===== src/rtl/pe_fp_acc.sv =====
// FP32 systolic PE: forwards operands, queues pairs, and accumulates ACC_LEN products through
// handshaked FP units. Optional `define PE_ZERO_SKIP_EN bypasses pairs holding a +/-0.0 operand.

module pe_fp_unit #(
    parameter bit IS_ADD = 1'b0
) (
    input  logic        clk,
    input  logic        rst,
    input  logic [31:0] input_a,
    input  logic        input_a_stb,
    output logic        input_a_ack,
    input  logic [31:0] input_b,
    input  logic        input_b_stb,
    output logic        input_b_ack,
    output logic [31:0] output_z,
    output logic        output_z_stb,
    input  logic        output_z_ack
);

    logic        have_a_q, have_b_q, z_vld_q;
    logic [31:0] a_q, b_q, z_q, z_calc;

    function automatic int exp_of(input logic [31:0] x);
        return (x[30:23] == 8'd0) ? 1 : int'(x[30:23]);
    endfunction

    // Round-to-nearest-even; products that underflow the normal range flush to signed zero.
    function automatic logic [31:0] fp_mul(input logic [31:0] a, input logic [31:0] b);
        logic        sz, g, s;
        logic        a_nan, b_nan, a_inf, b_inf, a_zero, b_zero;
        logic [23:0] ma, mb, m;
        logic [47:0] p;
        logic [24:0] mr;
        int          e, lead;
        sz     = a[31] ^ b[31];
        a_nan  = (a[30:23] == 8'hff) && (a[22:0] != 23'h0);
        b_nan  = (b[30:23] == 8'hff) && (b[22:0] != 23'h0);
        a_inf  = (a[30:23] == 8'hff) && (a[22:0] == 23'h0);
        b_inf  = (b[30:23] == 8'hff) && (b[22:0] == 23'h0);
        a_zero = (a[30:0] == 31'h0);
        b_zero = (b[30:0] == 31'h0);
        if (a_nan || b_nan || (a_inf && b_zero) || (b_inf && a_zero)) return 32'h7fc00000;
        if (a_inf || b_inf) return {sz, 8'hff, 23'h0};
        if (a_zero || b_zero) return {sz, 31'h0};
        ma   = {a[30:23] != 8'd0, a[22:0]};
        mb   = {b[30:23] != 8'd0, b[22:0]};
        p    = {24'h0, ma} * {24'h0, mb};
        lead = 0;
        for (int i = 0; i < 48; i++) begin
            if (p[i]) lead = i;
        end
        e  = exp_of(a) + exp_of(b) - 127 + lead - 46;
        p  = p << (47 - lead);
        m  = p[47:24];
        g  = p[23];
        s  = |p[22:0];
        mr = {1'b0, m} + {24'h0, g & (s | m[0])};
        if (mr[24]) begin
            mr = mr >> 1;
            e  = e + 1;
        end
        if (e >= 255) return {sz, 8'hff, 23'h0};
        if (e <= 0) return {sz, 31'h0};
        return {sz, e[7:0], mr[22:0]};
    endfunction

    // Round-to-nearest-even with guard/round/sticky; subnormal inputs and results supported.
    function automatic logic [31:0] fp_add(input logic [31:0] a, input logic [31:0] b);
        logic        a_nan, b_nan, a_inf, b_inf, sa, sb, g, s;
        logic [31:0] x, y;
        logic [23:0] m;
        logic [27:0] wa, wb, r;
        logic [24:0] mr;
        int          xa, xb, d, e;
        a_nan = (a[30:23] == 8'hff) && (a[22:0] != 23'h0);
        b_nan = (b[30:23] == 8'hff) && (b[22:0] != 23'h0);
        a_inf = (a[30:23] == 8'hff) && (a[22:0] == 23'h0);
        b_inf = (b[30:23] == 8'hff) && (b[22:0] == 23'h0);
        if (a_nan || b_nan || (a_inf && b_inf && (a[31] != b[31]))) return 32'h7fc00000;
        if (a_inf) return a;
        if (b_inf) return b;
        if ((a[30:0] == 31'h0) && (b[30:0] == 31'h0)) return {a[31] & b[31], 31'h0};
        if (a[30:0] < b[30:0]) begin
            x = b;
            y = a;
        end else begin
            x = a;
            y = b;
        end
        sa = x[31];
        sb = y[31];
        xa = exp_of(x);
        xb = exp_of(y);
        wa = {1'b0, x[30:23] != 8'd0, x[22:0], 3'b000};
        wb = {1'b0, y[30:23] != 8'd0, y[22:0], 3'b000};
        d  = xa - xb;
        for (int i = 0; i < 28; i++) begin
            if (i < d) wb = (wb >> 1) | {27'h0, wb[0]};
        end
        r = (sa == sb) ? wa + wb : wa - wb;
        if (r == 28'h0) return 32'h0;
        e = xa;
        if (r[27]) begin
            r = (r >> 1) | {27'h0, r[0]};
            e = e + 1;
        end else begin
            for (int i = 0; i < 26; i++) begin
                if (!r[26] && (e > 1)) begin
                    r = r << 1;
                    e = e - 1;
                end
            end
        end
        m  = r[26:3];
        g  = r[2];
        s  = |r[1:0];
        mr = {1'b0, m} + {24'h0, g & (s | m[0])};
        if (mr[24]) begin
            mr = mr >> 1;
            e  = e + 1;
        end
        if (e >= 255) return {sa, 8'hff, 23'h0};
        return {sa, (mr[23] ? e[7:0] : 8'h00), mr[22:0]};
    endfunction

    assign input_a_ack  = !have_a_q && !z_vld_q;
    assign input_b_ack  = !have_b_q && !z_vld_q;
    assign output_z     = z_q;
    assign output_z_stb = z_vld_q;

    always_comb begin
        z_calc = IS_ADD ? fp_add(a_q, b_q) : fp_mul(a_q, b_q);
    end

    always_ff @(posedge clk or posedge rst) begin
        if (rst) begin
            have_a_q <= 1'b0;
            have_b_q <= 1'b0;
            z_vld_q  <= 1'b0;
            a_q      <= 32'h0;
            b_q      <= 32'h0;
            z_q      <= 32'h0;
        end else begin
            if (input_a_stb && input_a_ack) begin
                a_q      <= input_a;
                have_a_q <= 1'b1;
            end
            if (input_b_stb && input_b_ack) begin
                b_q      <= input_b;
                have_b_q <= 1'b1;
            end
            if (have_a_q && have_b_q && !z_vld_q) begin
                z_q      <= z_calc;
                z_vld_q  <= 1'b1;
                have_a_q <= 1'b0;
                have_b_q <= 1'b0;
            end else if (z_vld_q && output_z_ack) begin
                z_vld_q <= 1'b0;
            end
        end
    end

endmodule

module pe_fp_acc #(
    parameter int unsigned FPW        = 32,
    parameter int unsigned FIFO_DEPTH = 4,
    parameter int unsigned ACC_LEN    = 8
) (
    input  logic           clk,
    input  logic           rstn,
    input  logic [FPW-1:0] in_w,
    input  logic [FPW-1:0] in_d,
    input  logic           in_v,
    output logic [FPW-1:0] out_w,
    output logic [FPW-1:0] out_d,
    output logic           out_v,
    input  logic           acc_clr,
    output logic [31:0]    res_z,
    output logic           res_v,
    input  logic           res_rdy,
    output logic           busy,
    output logic           ovf
);

    localparam int unsigned AW = $clog2(FIFO_DEPTH);
    localparam int unsigned PW = AW + 1;
    localparam int unsigned CW = $clog2(ACC_LEN + 1);
    localparam logic [CW-1:0] ACC_CNT = CW'(ACC_LEN);

    typedef enum logic [2:0] {
        StIdle  = 3'd0,
        StMulLd = 3'd1,
        StMulWt = 3'd2,
        StAddLd = 3'd3,
        StAddWt = 3'd4,
        StDone  = 3'd5
    } state_e;

    state_e            state_q, state_d;
    logic [2*FPW-1:0]  mem_q [FIFO_DEPTH];
    logic [PW-1:0]     wr_ptr_q, rd_ptr_q;
    logic              fifo_empty, fifo_full, push, pop, fifo_clr, do_clr;
    logic [FPW-1:0]    head_w, head_d, op_w_q, op_d_q;
    logic [31:0]       acc_q, acc_d, prod_q, prod_d;
    logic [CW-1:0]     cnt_q, cnt_d, cnt_inc;
    logic              a_done_q, a_done_d, b_done_q, b_done_d, clr_pend_q, clr_pend_d, ovf_q;
    logic              mul_a_stb, mul_a_ack, mul_b_stb, mul_b_ack, mul_z_stb, mul_z_ack;
    logic              add_a_stb, add_a_ack, add_b_stb, add_b_ack, add_z_stb, add_z_ack;
    logic [31:0]       mul_z, add_z;

    pe_fp_unit #(.IS_ADD(1'b0)) u_mul (
        .clk          (clk),
        .rst          (~rstn),
        .input_a      (op_w_q),
        .input_a_stb  (mul_a_stb),
        .input_a_ack  (mul_a_ack),
        .input_b      (op_d_q),
        .input_b_stb  (mul_b_stb),
        .input_b_ack  (mul_b_ack),
        .output_z     (mul_z),
        .output_z_stb (mul_z_stb),
        .output_z_ack (mul_z_ack)
    );

    pe_fp_unit #(.IS_ADD(1'b1)) u_add (
        .clk          (clk),
        .rst          (~rstn),
        .input_a      (acc_q),
        .input_a_stb  (add_a_stb),
        .input_a_ack  (add_a_ack),
        .input_b      (prod_q),
        .input_b_stb  (add_b_stb),
        .input_b_ack  (add_b_ack),
        .output_z     (add_z),
        .output_z_stb (add_z_stb),
        .output_z_ack (add_z_ack)
    );

    always_ff @(posedge clk or negedge rstn) begin
        if (!rstn) begin
            out_w <= '0;
            out_d <= '0;
            out_v <= 1'b0;
        end else begin
            out_w <= in_w;
            out_d <= in_d;
            out_v <= in_v;
        end
    end

    assign fifo_empty = (wr_ptr_q == rd_ptr_q);
    assign fifo_full  = (wr_ptr_q[AW] != rd_ptr_q[AW]) && (wr_ptr_q[AW-1:0] == rd_ptr_q[AW-1:0]);
    assign {head_w, head_d} = mem_q[rd_ptr_q[AW-1:0]];
    assign push       = in_v && (!fifo_full || pop) && !fifo_clr;
    assign cnt_inc    = cnt_q + CW'(1);

    assign res_z = acc_q;
    assign res_v = (state_q == StDone);
    assign busy  = (state_q != StIdle) || !fifo_empty;
    assign ovf   = ovf_q;

    always_comb begin
        state_d    = state_q;
        pop        = 1'b0;
        do_clr     = 1'b0;
        acc_d      = acc_q;
        cnt_d      = cnt_q;
        prod_d     = prod_q;
        a_done_d   = a_done_q;
        b_done_d   = b_done_q;
        clr_pend_d = clr_pend_q;
        mul_a_stb  = 1'b0;
        mul_b_stb  = 1'b0;
        mul_z_ack  = 1'b0;
        add_a_stb  = 1'b0;
        add_b_stb  = 1'b0;
        add_z_ack  = 1'b0;
        unique case (state_q)
            StIdle: begin
                if (acc_clr) begin
                    do_clr = 1'b1;
                end else if (!fifo_empty) begin
                    pop     = 1'b1;
                    state_d = StMulLd;
`ifdef PE_ZERO_SKIP_EN
                    if ((head_w[30:0] == 31'h0) || (head_d[30:0] == 31'h0)) begin
                        cnt_d   = cnt_inc;
                        state_d = (cnt_inc == ACC_CNT) ? StDone : StIdle;
                    end
`endif
                end
            end
            StMulLd: begin
                mul_a_stb = !a_done_q;
                mul_b_stb = !b_done_q;
                if (mul_a_stb && mul_a_ack) a_done_d = 1'b1;
                if (mul_b_stb && mul_b_ack) b_done_d = 1'b1;
                if (a_done_d && b_done_d) begin
                    a_done_d = 1'b0;
                    b_done_d = 1'b0;
                    state_d  = StMulWt;
                end
                if (acc_clr) clr_pend_d = 1'b1;
            end
            StMulWt: begin
                mul_z_ack = 1'b1;
                if (mul_z_stb) begin
                    prod_d  = mul_z;
                    state_d = StAddLd;
                end
                if (acc_clr) clr_pend_d = 1'b1;
            end
            StAddLd: begin
                add_a_stb = !a_done_q;
                add_b_stb = !b_done_q;
                if (add_a_stb && add_a_ack) a_done_d = 1'b1;
                if (add_b_stb && add_b_ack) b_done_d = 1'b1;
                if (a_done_d && b_done_d) begin
                    a_done_d = 1'b0;
                    b_done_d = 1'b0;
                    state_d  = StAddWt;
                end
                if (acc_clr) clr_pend_d = 1'b1;
            end
            StAddWt: begin
                add_z_ack = 1'b1;
                if (add_z_stb) begin
                    // A pending abort drops this sum and applies the clear in its place.
                    if (clr_pend_q || acc_clr) begin
                        do_clr = 1'b1;
                    end else begin
                        acc_d   = add_z;
                        cnt_d   = cnt_inc;
                        state_d = (cnt_inc == ACC_CNT) ? StDone : StIdle;
                    end
                end else if (acc_clr) begin
                    clr_pend_d = 1'b1;
                end
            end
            StDone: begin
                if (acc_clr) begin
                    do_clr = 1'b1;
                end else if (res_rdy) begin
                    acc_d   = 32'h0;
                    cnt_d   = '0;
                    state_d = StIdle;
                end
            end
            default: state_d = StIdle;
        endcase
        if (do_clr) begin
            acc_d      = 32'h0;
            cnt_d      = '0;
            clr_pend_d = 1'b0;
            a_done_d   = 1'b0;
            b_done_d   = 1'b0;
            state_d    = StIdle;
        end
        fifo_clr = do_clr;
    end

    always_ff @(posedge clk or negedge rstn) begin
        if (!rstn) begin
            state_q    <= StIdle;
            acc_q      <= 32'h0;
            prod_q     <= 32'h0;
            cnt_q      <= '0;
            a_done_q   <= 1'b0;
            b_done_q   <= 1'b0;
            clr_pend_q <= 1'b0;
            op_w_q     <= '0;
            op_d_q     <= '0;
        end else begin
            state_q    <= state_d;
            acc_q      <= acc_d;
            prod_q     <= prod_d;
            cnt_q      <= cnt_d;
            a_done_q   <= a_done_d;
            b_done_q   <= b_done_d;
            clr_pend_q <= clr_pend_d;
            if (pop) begin
                op_w_q <= head_w;
                op_d_q <= head_d;
            end
        end
    end

    always_ff @(posedge clk or negedge rstn) begin
        if (!rstn) begin
            wr_ptr_q <= '0;
            rd_ptr_q <= '0;
            ovf_q    <= 1'b0;
            for (int i = 0; i < FIFO_DEPTH; i++) mem_q[i] <= '0;
        end else if (fifo_clr) begin
            wr_ptr_q <= '0;
            rd_ptr_q <= '0;
            ovf_q    <= 1'b0;
        end else begin
            if (push) begin
                mem_q[wr_ptr_q[AW-1:0]] <= {in_w, in_d};
                wr_ptr_q                <= wr_ptr_q + PW'(1);
            end
            if (pop) rd_ptr_q <= rd_ptr_q + PW'(1);
            if (in_v && !push) ovf_q <= 1'b1;
        end
    end

endmodule


===== config.mk =====
export PLATFORM = sky130hd
export DESIGN_NAME = pe_fp_acc
export DESIGN_NICKNAME = d
export VERILOG_FILES = /design/src/rtl/pe_fp_acc.sv
export SDC_FILE = /design/constraint.sdc
export NUM_CORES = 2
export LEC_CHECK = 0
export BUFFER_PORTS_ARGS = -buffer_cell sky130_fd_sc_hd__buf_2
export CAP_MARGIN = 10
export CORE_MARGIN = 2
export CORE_UTILIZATION = 57
export DETAILED_ROUTE_END_ITERATION = 10
export GPL_TIMING_DRIVEN = 0
export HOLD_SLACK_MARGIN = 0.08
export PLACE_DENSITY = 0.72
export SYNTH_ARGS = -nofsm -noshare
export SYNTH_HDL_FRONTEND = slang
export SYNTH_HIERARCHICAL = 1
export SYNTH_SLANG_ARGS = --single-unit

===== constraint.sdc =====
create_clock -name clk -period 83.4 [get_ports clk]
set_input_delay 16.68 -clock clk [delete_from_list [all_inputs] [get_ports clk]]
set_output_delay 16.68 -clock clk [all_outputs]
set_load 0.02 [all_outputs]

# [Word-level counts from Yosys, hierarchy flattened]
# Index checks and enable logic that the tools add are counted.
[totals] regBits=664 latchBits=0 mem_bits_rw=0 mem_bits_ro=0 in_bits=69 output_inout_bits=100 word_cells=1081 memories=0
[classes] n_addsub=42 multipliers=1 div=0 order_cmp=61 eq_ne=25 shifts=1 muxes=727 bitwise_logic=37 n_reduce_logical=156
[ops] operator="2-to-1 mux 32 bit" count=233
[ops] operator="2-to-1 mux 27 bit" count=183
[ops] operator="2-to-1 mux 28 bit" count=140
[ops] operator="greater-than comparator 32 x 2 -> 1 bit (second input constant)" count=26
[ops] operator="subtractor 32 x 2 -> 32 bit (second input constant)" count=26
[ops] operator="bitwise OR 27 x 1 -> 27 bit" count=28
[ops] operator="< comparator 6 x 32 -> 1 bit (first input constant)" count=12
[ops] operator="bitwise mux 256 bit" count=1
[ops] operator="< comparator 5 x 32 -> 1 bit (first input constant)" count=8
[ops] operator="2-to-1 mux 64 bit" count=3
[ops] operator="2-to-1 mux 24 bit" count=6
[ops] operator="binary-select mux 64 bit (select 2 bit)" count=1
[ops] operator="demux 64 bit (select 2 bit)" count=1
[ops] operator="< comparator 4 x 32 -> 1 bit (first input constant)" count=4
[ops] operator="logical NOT 31 bit" count=4
[ops] operator="adder 32 x 2 -> 32 bit (second input constant)" count=3
[ops] operator="2-to-1 mux 6 bit" count=16
[ops] operator="logical NOT 23 bit" count=4
[ops] operator="nonzero test 23 bit" count=4
[ops] operator="2-to-1 mux 1 bit" count=80
[ops] operator="2-to-1 mux 5 bit" count=16
[ops] operator="adder 32 bit" count=2
[ops] operator=">= comparator 32 x 9 -> 1 bit (second input constant)" count=2
[ops] operator="logical AND 1 bit" count=64
[ops] operator="other kinds (58)" count=183

# [Logic depth before layout (Yosys ltp)]
[depth] ltp_word=448 mapped_depth=333 mapped_depth_nobuf=263

# [Cells and area by module]
# The synthesis kept the hierarchy.
[by_module_without_submodules] module="pe_fp_unit at u_add" instances=1 cells_per_inst=8399 area_per_inst_um2=55375.6 seq_area_each_um2=2477.4
[by_module_without_submodules] module="pe_fp_unit at u_mul" instances=1 cells_per_inst=3577 area_per_inst_um2=30005.0 seq_area_each_um2=2477.4
[by_module_without_submodules] module="pe_fp_acc" instances=1 cells_per_inst=1166 area_per_inst_um2=19885.3 seq_area_each_um2=11661.2

# [Worst setup path after synthesis]
# Ideal clock, no wire load.
[synth_path] kind="reg2reg" startpoint="register u_add.b_q[29]" endpoint="register u_add.z_q[5], in the netlist u_add/output_z[5]" setup_ns=0.096 arrival_time_ns=64.069 required_time_ns=83.304 path_slack_ns=19.235 stages_incl_launch_ff=311 n_path_buf=76 period_less_slack_ns=64.165 path_cell_list="dfrtp_1 -> inv_1 -> ha_1 -> nand4_1 -> nor3_2 -> and4_1 -> buf_4 -> a21oi_2 -> buf_4 -> buf_6 -> buf_4 -> buf_6 -> buf_4 -> a221oi_1 -> nand2_1 -> nor2_1 -> nand2_1 -> nor2_1 -> [... 275 more ...] -> mux2i_1 -> a2111o_1 -> nor2b_1 -> nor2b_1 -> ha_1 -> nand2_1 -> a21oi_1 -> nand3_1 -> and4bb_2 -> nand3_1 -> buf_4 -> or4_1 -> a221oi_1 -> o31a_1 -> a41o_1 -> nand3b_2 -> buf_6 -> o31ai_1"
[synth_lines] item="from (decl)" line_no="21" source="logic [31:0] a_q, b_q, z_q, z_calc;"
[synth_lines] item="from (signal assigned)" line_no="149" source="b_q <= input_b;"
[synth_lines] item="to (signal assigned)" line_no="153" source="z_q <= z_calc;"
[synth_lines] item="to (decl)" line_no="21"

==> out/qor.log <==
[layout] P&R area growth vs syn 6.95%
[layout] post-layout net count 14330
[status] result of the run finished with violations
[synth] fraction of registers with async set or reset after synthesis 100%
[critical_path] kind of critical path reg2reg
[critical_path] number of cells on the worst reg-to-reg path 303
[clock_tree] CTS tree yes
[place] global placement routability congestion 1.06
[synth] dominant cell by count in the synthesized netlist sky130_fd_sc_hd__nand2_1
[layout] FILL cells 15972
[floorplan] Placeable Area 183000 um2
[run] max-cap check violation count 0
[critical_path] Crit. End Element register
[routing] count of TritonRoute iterations in the first routing pass 9
[layout] fraction of layout cells with a size suffix above 1 12.0%
[routing] post-detailed-routing wire length 434000 um
[sta] number of failing hold endpoints at the final stage 0
[floorplan] Die Wd 434 um
[critical_path] worst r2r src u_add/a_q[22]
[synth] share of the synthesized area in the top cell type 15.8%
[critical_path] library cell contributing the largest single delay on the critical path sky130_fd_sc_hd__o21ai_0
[critical_path] Data arrival, critical path 80.33 ns
[layout] multi-input logic area 81800 um2
[critical_path] Setup crit start kind register
[global_routing] first-pass GRT wire length 655000 um
[routing] routed via count 110942
[routing] initial detailed-routing violation count 15267
[power_and_ir_drop] static leakage 50.4 nW
[synth] Post-Syn Nets 14065
[global_routing] antenna violations before repair 25
[floorplan] number of placement rows 157
[routing] post-detailed-route DRC marker count 0
[routing] DR vias/cell 6.95
[clock_tree] cell at the root of the clock tree sky130_fd_sc_hd__clkbuf_16
[critical_path] crit-path max FO 14
[hold_path] worst min-delay path class reg2reg
[hold_path] depth of the worst hold-timing path 2
[synth] flip-flop cell with the highest count after synthesis sky130_fd_sc_hd__dfrtp_1
[sta] skew final 0.0714 ns
[place] half-perimeter wire length of the detailed placement result 343000 um
[clock_tree] clock latency on the worst-skew pair 0.76 ns
[status] violated checks slew limit
[hold_path] hold path start prod_q[9]
[synth] Area contributors post-synth sky130_fd_sc_hd__dfrtp_1 16%, sky130_fd_sc_hd__fa_1 9.3%, sky130_fd_sc_hd__nand2_1 5.4%, sky130_fd_sc_hd__ha_1 4.4%, sky130_fd_sc_hd__mux2i_1 4.0%
[synth] Yosys Warn Count 6
[floorplan] area of the die 188000 um2
[synth] library cells used by synthesis 167
[sta] maximum operating frequency 12.5 MHz
[synth] gate count of the mapped netlist 13142
[place] placed inst area 109000 um2
[synth] number of synthesized register bits 664
[synth] total standard cell area after synthesis 105000 um2
[floorplan] starting density of the core 57.4%
[power_and_ir_drop] total power density per cell area 9.19 nW/um2
[synth] number of enable flip-flop cells after synthesis 0
[sta] number of max-slew violations in the final report 5
[routing] average wire per cell in the routed design 27.2 um
[clock_tree] clock transition time at the flip-flop clock pins of the worst setup and hold paths 0.06 ns
[routing] remaining antenna violation count after routing 0
[place] number of I/O port buffers 167
[sta] min Tclk post-route 79.71 ns
[global_routing] GRT Overall Usage 44.8%
[power_and_ir_drop] PnR Total Power 1.04 mW
[global_routing] via count of the first global-routing pass 105987
[global_routing] total gr overflow 0
[sta] actual transition at the worst max-transition pin 1.53 ns
[layout] post-route standard cell area excluding fillers 113000 um2
[critical_path] maximum single-stage delay on the critical path 1.00 ns
[critical_path] start point of the critical path u_add/a_q[22]
[floorplan] top-level port count 169
[critical_path] data required time at the worst endpoint 84.01 ns
[synth] most area-hungry cell type in the Yosys netlist sky130_fd_sc_hd__dfrtp_1
[sta] setup repair after global routing missed its margin no
[sta] Final Cycle Share 95.6%
[clock_tree] # clock sinks 664
[sta] Final setup viols 0
[clock_tree] number of CTS-inserted buffers 73
[layout] final design utilization 61.4%
[global_routing] pin count of the biggest net entering global routing 115
[clock_tree] maximum clock insertion buffer count 3
[power_and_ir_drop] peak supply drop 28.8 uV
[synth] share of synthesized area occupied by flip-flops and latches 15.8%
[critical_path] CP dominant cell by count sky130_fd_sc_hd__ha_1
[sta] max_slew headroom -1.68%
[floorplan] Die Y-Extent 434 um
[synth] most frequent cells after synthesis 1521 x sky130_fd_sc_hd__nand2_1, 1105 x sky130_fd_sc_hd__nor2_1, 849 x sky130_fd_sc_hd__inv_1
[clock_tree] maximum level of the CTS H-tree 3
[layout] combined flip-flop and latch cell area 16600 um2
[synth] Post-Syn Area per Cell 8.01 um2
[cells in the final DEF (no fill, tap or decap), types with 84 or more instances in the layout]
cell                       count
sky130_fd_sc_hd__mux2i_1     419
sky130_fd_sc_hd__o21ai_1     122
sky130_fd_sc_hd__mux2_4      241
sky130_fd_sc_hd__xnor2_1     392
sky130_fd_sc_hd__o31ai_1     100
sky130_fd_sc_hd__a21oi_1     658
sky130_fd_sc_hd__nor3_1      366
sky130_fd_sc_hd__nand2_1    1519
sky130_fd_sc_hd__or3_1       127
sky130_fd_sc_hd__nand2b_1    104
sky130_fd_sc_hd__inv_1       847
sky130_fd_sc_hd__a31oi_1     125
sky130_fd_sc_hd__nor4_1      193
sky130_fd_sc_hd__a21o_1      105
sky130_fd_sc_hd__mux2_2      284
sky130_fd_sc_hd__nand3_1     348
sky130_fd_sc_hd__dfrtp_1     664
sky130_fd_sc_hd__clkbuf_1    396
sky130_fd_sc_hd__ha_1        366
sky130_fd_sc_hd__nand4_1     180
sky130_fd_sc_hd__and3_1      125
sky130_fd_sc_hd__o211ai_1    143
sky130_fd_sc_hd__o21ai_0     532
sky130_fd_sc_hd__buf_2       313
sky130_fd_sc_hd__o22ai_1      84
sky130_fd_sc_hd__fa_1        488
sky130_fd_sc_hd__and2_1      431
sky130_fd_sc_hd__nor2_1     1104
sky130_fd_sc_hd__a211oi_1    196
sky130_fd_sc_hd__xor2_1      197
[worst max-delay path: cells and delay by family, from the launching register on]
family,cells,cell delay [ns]
multiplexers,7,2.18
adder cells (fa/ha/maj),29,7.78
XOR/XNOR,9,2.90
flip-flops,1,0.52
AND/OR/NAND/NOR,107,26.66
buffers and inverters,73,18.71
AO/OA/AOI/OAI,78,20.58
[per-layer routing]
layer,GRT usage (%),part of all wire (%)
met4,25.1,6.6
met1,59.2,39
met2,66.5,42
met5,0,0.014
met3,11.6,12
[per-stage QoR]
stage | hold slack [ns] | setup TNS (ns) | instances | setup WS [ns]
after floorplan | 0.443 | 0 | 13142 | 19.23
after CTS | 0.457 | 0 | 15918 | 0.0912
after global routing | 0.477 | 0 | 15940 | 0.119
after global placement | 0.470 | -16.25 | 15773 | -0.622
final | 0.450 | 0 | 15954 | 3.69
after detailed placement | 0.480 | -42.33 | 15786 | -1.48
[timing repair]
action,CTS,global route
pin swaps,0,3
resized for setup,11,101
endpoints found under the setup margin,31,31
buffers inserted,0,7
hold buffers,0,0
[cell type report]
cell class	instances	area share [%]
Tap cell	2464	2.74
Clock inverter	38	0.568
Inverter	863	2.88
Clock buffer	95	1.80
Timing Repair Buffer	192	1.05
Multi-Input combinational cell	10873	72.6
Sequential cell	664	14.8
Buffer	740	3.51
Antenna cell	25	0.0556
[flip-flops by register name, indices dropped and copies added (netlist names), 3 cells and up]
register,cells
u_add/b_q,32
out_w,32
wr_ptr_q,3
mem_q,256
u_mul/b_q,32
state_q,3
u_add/a_q,32
op_d_q,32
out_d,32
rd_ptr_q,3
u_mul/a_q,32
u_mul/output_z,32
res_z,32
prod_q,32
op_w_q,32
cnt_q,4
u_add/output_z,32
[report_power, final]
group          switching [mW]  internal (mW)  total, mW
sequential             0.0487          0.389      0.438
combinational          0.0873          0.142      0.230
clock                   0.162          0.205      0.367
[path summary, 6_finish.rpt]
path                                 endpoint  slack, ns
max                        u_add/output_z[19]       3.69
min                              u_add/b_q[9]       0.45
max reg2reg                u_add/output_z[19]       3.69
min reg2reg                      u_add/b_q[9]       0.45
max in group asynchronous       u_mul/b_q[11]      64.49
min in group asynchronous          mem_q[135]      15.89
[cells by family (layout without fill, tap and decap cells)]
kind of cell | count (synthesis) | in the layout | synth area share [%]
AO/OA/AOI/OAI | 3165 | 3165 | 21.1
XOR/XNOR | 601 | 601 | 5.05
adder cells (fa/ha/maj) | 855 | 855 | 13.6
buffers and inverters | 1605 | 1928 | 6.80
flip-flops | 664 | 664 | 15.8
multiplexers | 1019 | 1019 | 12.0
other | 0 | 25 | 0
AND/OR/NAND/NOR | 5233 | 5233 | 25.6
Note: power is estimated with default switching activity, not from simulation.
